===== src/rtl/spi_ram_pkg.sv =====
`default_nettype none
// ============================================================================
// Module      : spi_ram_pkg
// Description : Shared definitions for the SPI-attached command-decoded RAM.
//               The two-bit opcode sits in rx_data[DATA_W+1:DATA_W]; the
//               enumeration members double as the opcode constants.
// Revision    : 1.0 - initial release
// ============================================================================
package spi_ram_pkg;

    typedef enum logic [1:0] {
        OP_SET_WADDR = 2'b00,
        OP_WRITE     = 2'b01,
        OP_SET_RADDR = 2'b10,
        OP_READ      = 2'b11
    } opcode_e;

endpackage : spi_ram_pkg
`default_nettype wire


===== src/rtl/spi_ram_mem.sv =====
`default_nettype none
// ============================================================================
// Module      : spi_ram_mem
// Description : Simple dual-port synchronous RAM. It has one write port and
//               one registered read port. The read register loads only when
//               re is high, so rdata holds its last value between reads. The
//               array has no reset.
// Ports       : clk           clock
//               we/waddr/wdata write port
//               re/raddr      read request; the word is on rdata after the edge
//               rdata         registered read data
// Revision    : 1.0 - initial release
// ============================================================================
module spi_ram_mem #(
    parameter int DATA_W    = 8,
    parameter int MEM_DEPTH = 256,
    parameter int ADDR_W    = $clog2(MEM_DEPTH)
) (
    input  logic              clk,
    input  logic              we,
    input  logic [ADDR_W-1:0] waddr,
    input  logic [DATA_W-1:0] wdata,
    input  logic              re,
    input  logic [ADDR_W-1:0] raddr,
    output logic [DATA_W-1:0] rdata
);

    logic [DATA_W-1:0] r_mem [MEM_DEPTH];
    logic [DATA_W-1:0] r_rdata;

    always_ff @(posedge clk) begin
        if (we) begin
            r_mem[waddr] <= wdata;
        end
        if (re) begin
            r_rdata <= r_mem[raddr];
        end
    end

    assign rdata = r_rdata;

endmodule : spi_ram_mem
`default_nettype wire


===== src/rtl/spi_ram_ctrl.sv =====
`default_nettype none
// ============================================================================
// Module      : spi_ram_ctrl
// Description : Command-decoded RAM slave for an SPI front end. It decodes
//               opcode+payload words, keeps separate write and read pointers,
//               and returns read data over a valid/ready handshake. It also
//               raises a sticky error flag for out-of-range addresses and for
//               READs dropped while the tx slot is occupied.
//               Build option: define SPI_RAM_AUTO_INC_EN to make the pointers
//               post-increment on WRITE and on each accepted READ. The
//               pointers wrap from MEM_DEPTH-1 to 0.
// Ports       : clk, rst_n (async, active-low)
//               rx_data [DATA_W+1:0] opcode in the top two bits, payload below
//               rx_valid            one command per asserted cycle
//               tx_data/tx_valid    read data, held until tx_ready
//               tx_ready            transmitter accept
//               err                 sticky error, cleared only by reset
// Revision    : 1.0 - initial release
// ============================================================================
module spi_ram_ctrl
    import spi_ram_pkg::*;
#(
    parameter int DATA_W    = 8,
    parameter int MEM_DEPTH = 256,
    parameter int ADDR_W    = $clog2(MEM_DEPTH)
) (
    input  logic              clk,
    input  logic              rst_n,
    input  logic [DATA_W+1:0] rx_data,
    input  logic              rx_valid,
    output logic [DATA_W-1:0] tx_data,
    output logic              tx_valid,
    input  logic              tx_ready,
    output logic              err
);

    if (ADDR_W > DATA_W) begin : g_addr_w_check
        $error("spi_ram_ctrl: ADDR_W (%0d) must not exceed DATA_W (%0d)", ADDR_W, DATA_W);
    end

    // One extra bit so that MEM_DEPTH == 2**DATA_W is still representable.
    localparam logic [DATA_W:0] c_depth = (DATA_W+1)'(MEM_DEPTH);

    opcode_e           w_op;
    logic [DATA_W-1:0] w_payload;
    logic              w_in_range;
    logic              w_set_waddr;
    logic              w_set_raddr;
    logic              w_write;
    logic              w_read_cmd;
    logic              w_slot_free;
    logic              w_read_acc;
    logic [DATA_W-1:0] w_rdata;

    logic [ADDR_W-1:0] r_wr_ptr;
    logic [ADDR_W-1:0] r_rd_ptr;
    logic              r_tx_valid;
    logic              r_tx_loaded;
    logic              r_err;

    assign w_op        = opcode_e'(rx_data[DATA_W+1:DATA_W]);
    assign w_payload   = rx_data[DATA_W-1:0];
    assign w_in_range  = {1'b0, w_payload} < c_depth;
    assign w_set_waddr = rx_valid && (w_op == OP_SET_WADDR);
    assign w_set_raddr = rx_valid && (w_op == OP_SET_RADDR);
    assign w_write     = rx_valid && (w_op == OP_WRITE);
    assign w_read_cmd  = rx_valid && (w_op == OP_READ);
    // The slot is free when it is empty or is being emptied this very cycle.
    // This gives one word per cycle when reads come back to back.
    assign w_slot_free = !r_tx_valid || tx_ready;
    assign w_read_acc  = w_read_cmd && w_slot_free;

`ifdef SPI_RAM_AUTO_INC_EN
    localparam logic [ADDR_W-1:0] c_last = ADDR_W'(MEM_DEPTH - 1);

    // An explicit compare is needed because MEM_DEPTH may not be a power of two.
    function automatic logic [ADDR_W-1:0] f_ptr_inc(input logic [ADDR_W-1:0] ptr);
        return (ptr == c_last) ? '0 : ptr + 1'b1;
    endfunction
`endif

    always_ff @(posedge clk or negedge rst_n) begin
        if (!rst_n) begin
            r_wr_ptr    <= '0;
            r_rd_ptr    <= '0;
            r_tx_valid  <= 1'b0;
            r_tx_loaded <= 1'b0;
            r_err       <= 1'b0;
        end else begin
            if (w_set_waddr) begin
                if (w_in_range) r_wr_ptr <= w_payload[ADDR_W-1:0];
                else            r_err    <= 1'b1;
            end
`ifdef SPI_RAM_AUTO_INC_EN
            if (w_write) r_wr_ptr <= f_ptr_inc(r_wr_ptr);
`endif

            if (w_set_raddr) begin
                if (w_in_range) r_rd_ptr <= w_payload[ADDR_W-1:0];
                else            r_err    <= 1'b1;
            end
`ifdef SPI_RAM_AUTO_INC_EN
            if (w_read_acc) r_rd_ptr <= f_ptr_inc(r_rd_ptr);
`endif

            if (w_read_cmd && !w_slot_free) begin
                r_err <= 1'b1;
            end

            if (w_read_acc) begin
                r_tx_valid  <= 1'b1;
                r_tx_loaded <= 1'b1;
            end else if (r_tx_valid && tx_ready) begin
                r_tx_valid  <= 1'b0;
            end
        end
    end

    spi_ram_mem #(
        .DATA_W    (DATA_W),
        .MEM_DEPTH (MEM_DEPTH),
        .ADDR_W    (ADDR_W)
    ) u_mem (
        .clk   (clk),
        .we    (w_write),
        .waddr (r_wr_ptr),
        .wdata (w_payload),
        .re    (w_read_acc),
        .raddr (r_rd_ptr),
        .rdata (w_rdata)
    );

    // The RAM read register has no reset. The tx word is therefore gated to
    // zero until a READ has loaded it since the last reset. This also makes
    // tx_data drop to 0 as soon as rst_n is asserted.
    assign tx_data  = r_tx_loaded ? w_rdata : '0;
    assign tx_valid = r_tx_valid;
    assign err      = r_err;

endmodule : spi_ram_ctrl
`default_nettype wire


===== config.mk =====
export PLATFORM = sky130hd
export DESIGN_NAME = spi_ram_ctrl
export DESIGN_NICKNAME = d
export VERILOG_FILES = /design/src/rtl/spi_ram_pkg.sv /design/src/rtl/spi_ram_mem.sv /design/src/rtl/spi_ram_ctrl.sv
export SDC_FILE = /design/constraint.sdc
export NUM_CORES = 2
export LEC_CHECK = 0
export CORE_ASPECT_RATIO = 1.25
export CORE_UTILIZATION = 40
export CTS_CLUSTER_DIAMETER = 200
export DETAILED_ROUTE_END_ITERATION = 12
export PLACE_DENSITY_LB_ADDON = 0.12
export SETUP_SLACK_MARGIN = 0.02
export SYNTH_ARGS = -nofsm -noshare
export SYNTH_HDL_FRONTEND = slang
export SYNTH_HIERARCHICAL = 1
export SYNTH_SLANG_ARGS = --single-unit

===== constraint.sdc =====
create_clock -name clk -period 3.36 [get_ports clk]
set_clock_uncertainty 0.2 [all_clocks]
set_input_delay 0.504 -clock clk [delete_from_list [all_inputs] [get_ports clk]]
set_output_delay 0.504 -clock clk [all_outputs]
set_load 0.005 [all_outputs]

==> results.sh <==
export IMPL_cap_violations=0
export IMPL_grt_pass1_wl_mm=313
export IMPL_h_tree_depth=4
export IMPL_synth_area_leaders="edfxtp_1 (77%), mux4_2 (13%), mux2i_1 (1.7%), nor2_1 (1.3%), a22oi_1 (1.2%)"
export IMPL_die_area_um2=203000
export IMPL_tns_ps=0
export IMPL_syn_cell_area_um2=80400
export IMPL_finalWirelength_mm=223
export IMPL_slew_headroom_pct=37.2
export IMPL_grt_max_degree=99
export IMPL_drive_above_1_share_pct=32.1
export IMPL_ctsRootBufferMaster="clkbuf_16"
export IMPL_p_leak_nw=30.5
export IMPL_syn_to_final_growth_pct=18.7
export IMPL_grt_pass1_vias=41916
export IMPL_clock_fmax_ghz=0.300
export IMPL_ant_nets=0
export IMPL_fp_row_count=183
export IMPL_drt_first_pass_iters=6
export IMPL_finalMaxSlewViolations=0
export IMPL_overflow=0
export IMPL_place_area_um2=87900
export IMPL_power_mw=59.9
export IMPL_min_period_ps=3340
export IMPL_ir_worst_vdd_v=0.000491
export IMPL_dp_hpwl_mm=140
export IMPL_clk_pin_slew_worst_paths_ps=60
export IMPL_gp_congestion=0.820
export IMPL_synth_ff_type="edfxtp_1"
export IMPL_synth_edff_count=2056
export IMPL_finalCritPeriodShare_pct=99.3
export IMPL_port_buffers=23
export IMPL_layout_nets=4431
export IMPL_core_area_um2=199000
export IMPL_hold_class="in2reg"
export IMPL_instances_no_fill=7262
export IMPL_cts_buffer_depth=3
export IMPL_ys_async_sr_fraction_pct=0.916
export IMPL_cts_buffers=199
export IMPL_cp_start_kind="flop"
export IMPL_tightest_slew_ps=939
export IMPL_synthDistinctLibCells=59
export IMPL_crit_type="reg2reg"
export IMPL_ys_seq_area_share_pct=77.4
export IMPL_nFillCells=16464
export IMPL_wl_per_cell_um=30.7
export IMPL_cp_required_ps=3750
export IMPL_synth_seq_cells=2075
export IMPL_drc=0
export IMPL_die_width_um=403
export IMPL_rsz0062_at_grt="yes"
export IMPL_via_count=40705
export IMPL_synthesis_nets=3800
export IMPL_status="finished, final reports clean"
export IMPL_clk_latency_ps=830
export IMPL_initial_core_util_pct=40.3
export IMPL_dieHeight_um=503
export IMPL_ios=24
export IMPL_antenna_found_initial=6
export IMPL_hold_violations=0
export IMPL_synthCells=3786
export IMPL_placedCellCount=6828
export IMPL_power_density_nw_per_um2=627
export IMPL_yosys_area_top_type="edfxtp_1"
export IMPL_grt_usage_pct=21.8
export IMPL_dr_first_iter_drc_count=3863
export IMPL_final_area_um2=95500
export IMPL_cp_data_arrival_time_ps=3730
export IMPL_setup_viol=0
export IMPL_cts_sinks=2075
export IMPL_cp_end_kind="flop"
export IMPL_yosys_warnings=6
export IMPL_via_per_inst=5.61
export IMPL_syn_avg_cell_area_um2=21.2
export IMPL_cts_tree="yes"
export IMPL_synth_top_area_share_pct=76.8
export IMPL_crit_fanout=13
[power breakdown]
group	switching [mW]	internal, mW
Clock	9.55	12.2
Sequential	0.178	28.5
Combinational	5.31	4.12
Total	15.0	44.8
[logic make-up after synthesis]
kind of cell | count (synthesis) | share of synthesized area [%]
flip-flops | 2075 | 77.4
AO/OA/AOI/OAI | 387 | 3.40
AND/OR/NAND/NOR | 482 | 2.74
multiplexers | 607 | 14.7
buffers and inverters | 235 | 1.81
[layout by cell type (no fill, tap or decap), types with 45 or more instances in the layout]
| master | Yosys | final |
|---|---|---|
| mux4_2 | 454 | 454 |
| clkbuf_1 | 111 | 50 |
| buf_12 | 8 | 73 |
| a22oi_1 | 133 | 126 |
| buf_4 | 27 | 532 |
| clkinv_1 | 1 | 45 |
| clkbuf_16 | 0 | 212 |
| mux2i_1 | 134 | 133 |
| edfxtp_1 | 2056 | 2056 |
| a21oi_1 | 96 | 90 |
| nor2_1 | 283 | 280 |
[final cells by class]
type,instances,area (um2),share of cell area [%]
sequential,2075,62200,65.2
multi-input combinational,1476,17200,18.0
timing repair buffer,663,6460,6.76
clock buffer,254,5290,5.54
tap,2682,3360,3.52
clock inverter,109,937,0.982
inverter,2,10.0,0.0105
antenna,1,2.50,0.00262
[through the flow]
| step | hold WS, ps | setup slack (ps) | util, % |
|---|---|---|---|
| floorplan | 8.41 | 715 | - |
| global placement | 305 | -786 | 44.1 |
| detailed placement | 315 | -750 | 44.1 |
| CTS | 41.0 | -22.8 | 47.4 |
| global route | 46.4 | -4.22 | 47.9 |
| finish | 79.3 | 24.5 | 47.9 |
[final timing paths]
kind / from / to / slack, ps / cells after the start
worst max-delay path: r_rd_ptr[0] / u_mem/rdata[5] / 20 / 10
worst min register to register: tx_valid / tx_valid / 330 / 2
worst max register to register: r_rd_ptr[0] / u_mem/rdata[5] / 20 / 10
min in group asynchronous: rst_n / r_rd_ptr[3] / 400 / 3
worst min-delay path: rx_data[2] / u_mem/r_mem[150][2] / 80 / 1
max in group asynchronous: rst_n / r_rd_ptr[2] / 2230 / 3
[critical path: stages (launching register included)]
cell	delay (ps)
dfrtp_4	500
buf_12	180
buf_12	190
buf_4	140
clkbuf_16	200
mux4_2	510
a22oi_1	190
a21oi_1	240
nor4_2	430
buf_4	230
nor4_1	50
[flip-flops by register name (all words and copies together) (netlist names)]
signal and flops:
err 1, r_rd_ptr 8, r_tx_loaded 1, r_wr_ptr 8, tx_valid 1, u_mem/r_mem 2048, u_mem/rdata 8
[synth_stat cells, types with 16 or more instances]
master / instances
edfxtp_1: 2056
mux4_2: 454
nor2_1: 283
mux2i_1: 134
a22oi_1: 133
clkbuf_1: 111
a21oi_1: 96
o221ai_1: 46
nand3_1: 35
nand2_1: 34
nor2b_1: 32
buf_2: 31
o22ai_1: 28
buf_4: 27
nor4_1: 24
buf_1: 22
nor3_1: 22
buf_6: 21
dfrtp_1: 19
mux2_2: 17
a211oi_1: 16
[repair_timing]
item / in CTS / in global routing
cloned: 3 / 8
resized for setup: 36 / 50
buffers inserted: 2 / 50
endpoints found under the setup margin: 8 / 8
hold endpoints to repair: 231 / 0
hold buffers: 8 / 0
pin swaps: 6 / 19
[routing by layer]
layer | global-route usage (%) | vias to the layer above | wire length (um)
li1 | - | 17186 | -
met1 | 28.5 | 22063 | 91200
met2 | 38.4 | 1158 | 116000
met3 | 2.75 | 298 | 10100
met4 | 6.19 | 0 | 6150
met5 | 0 | - | 0
(Power assumes the default switching activity.)
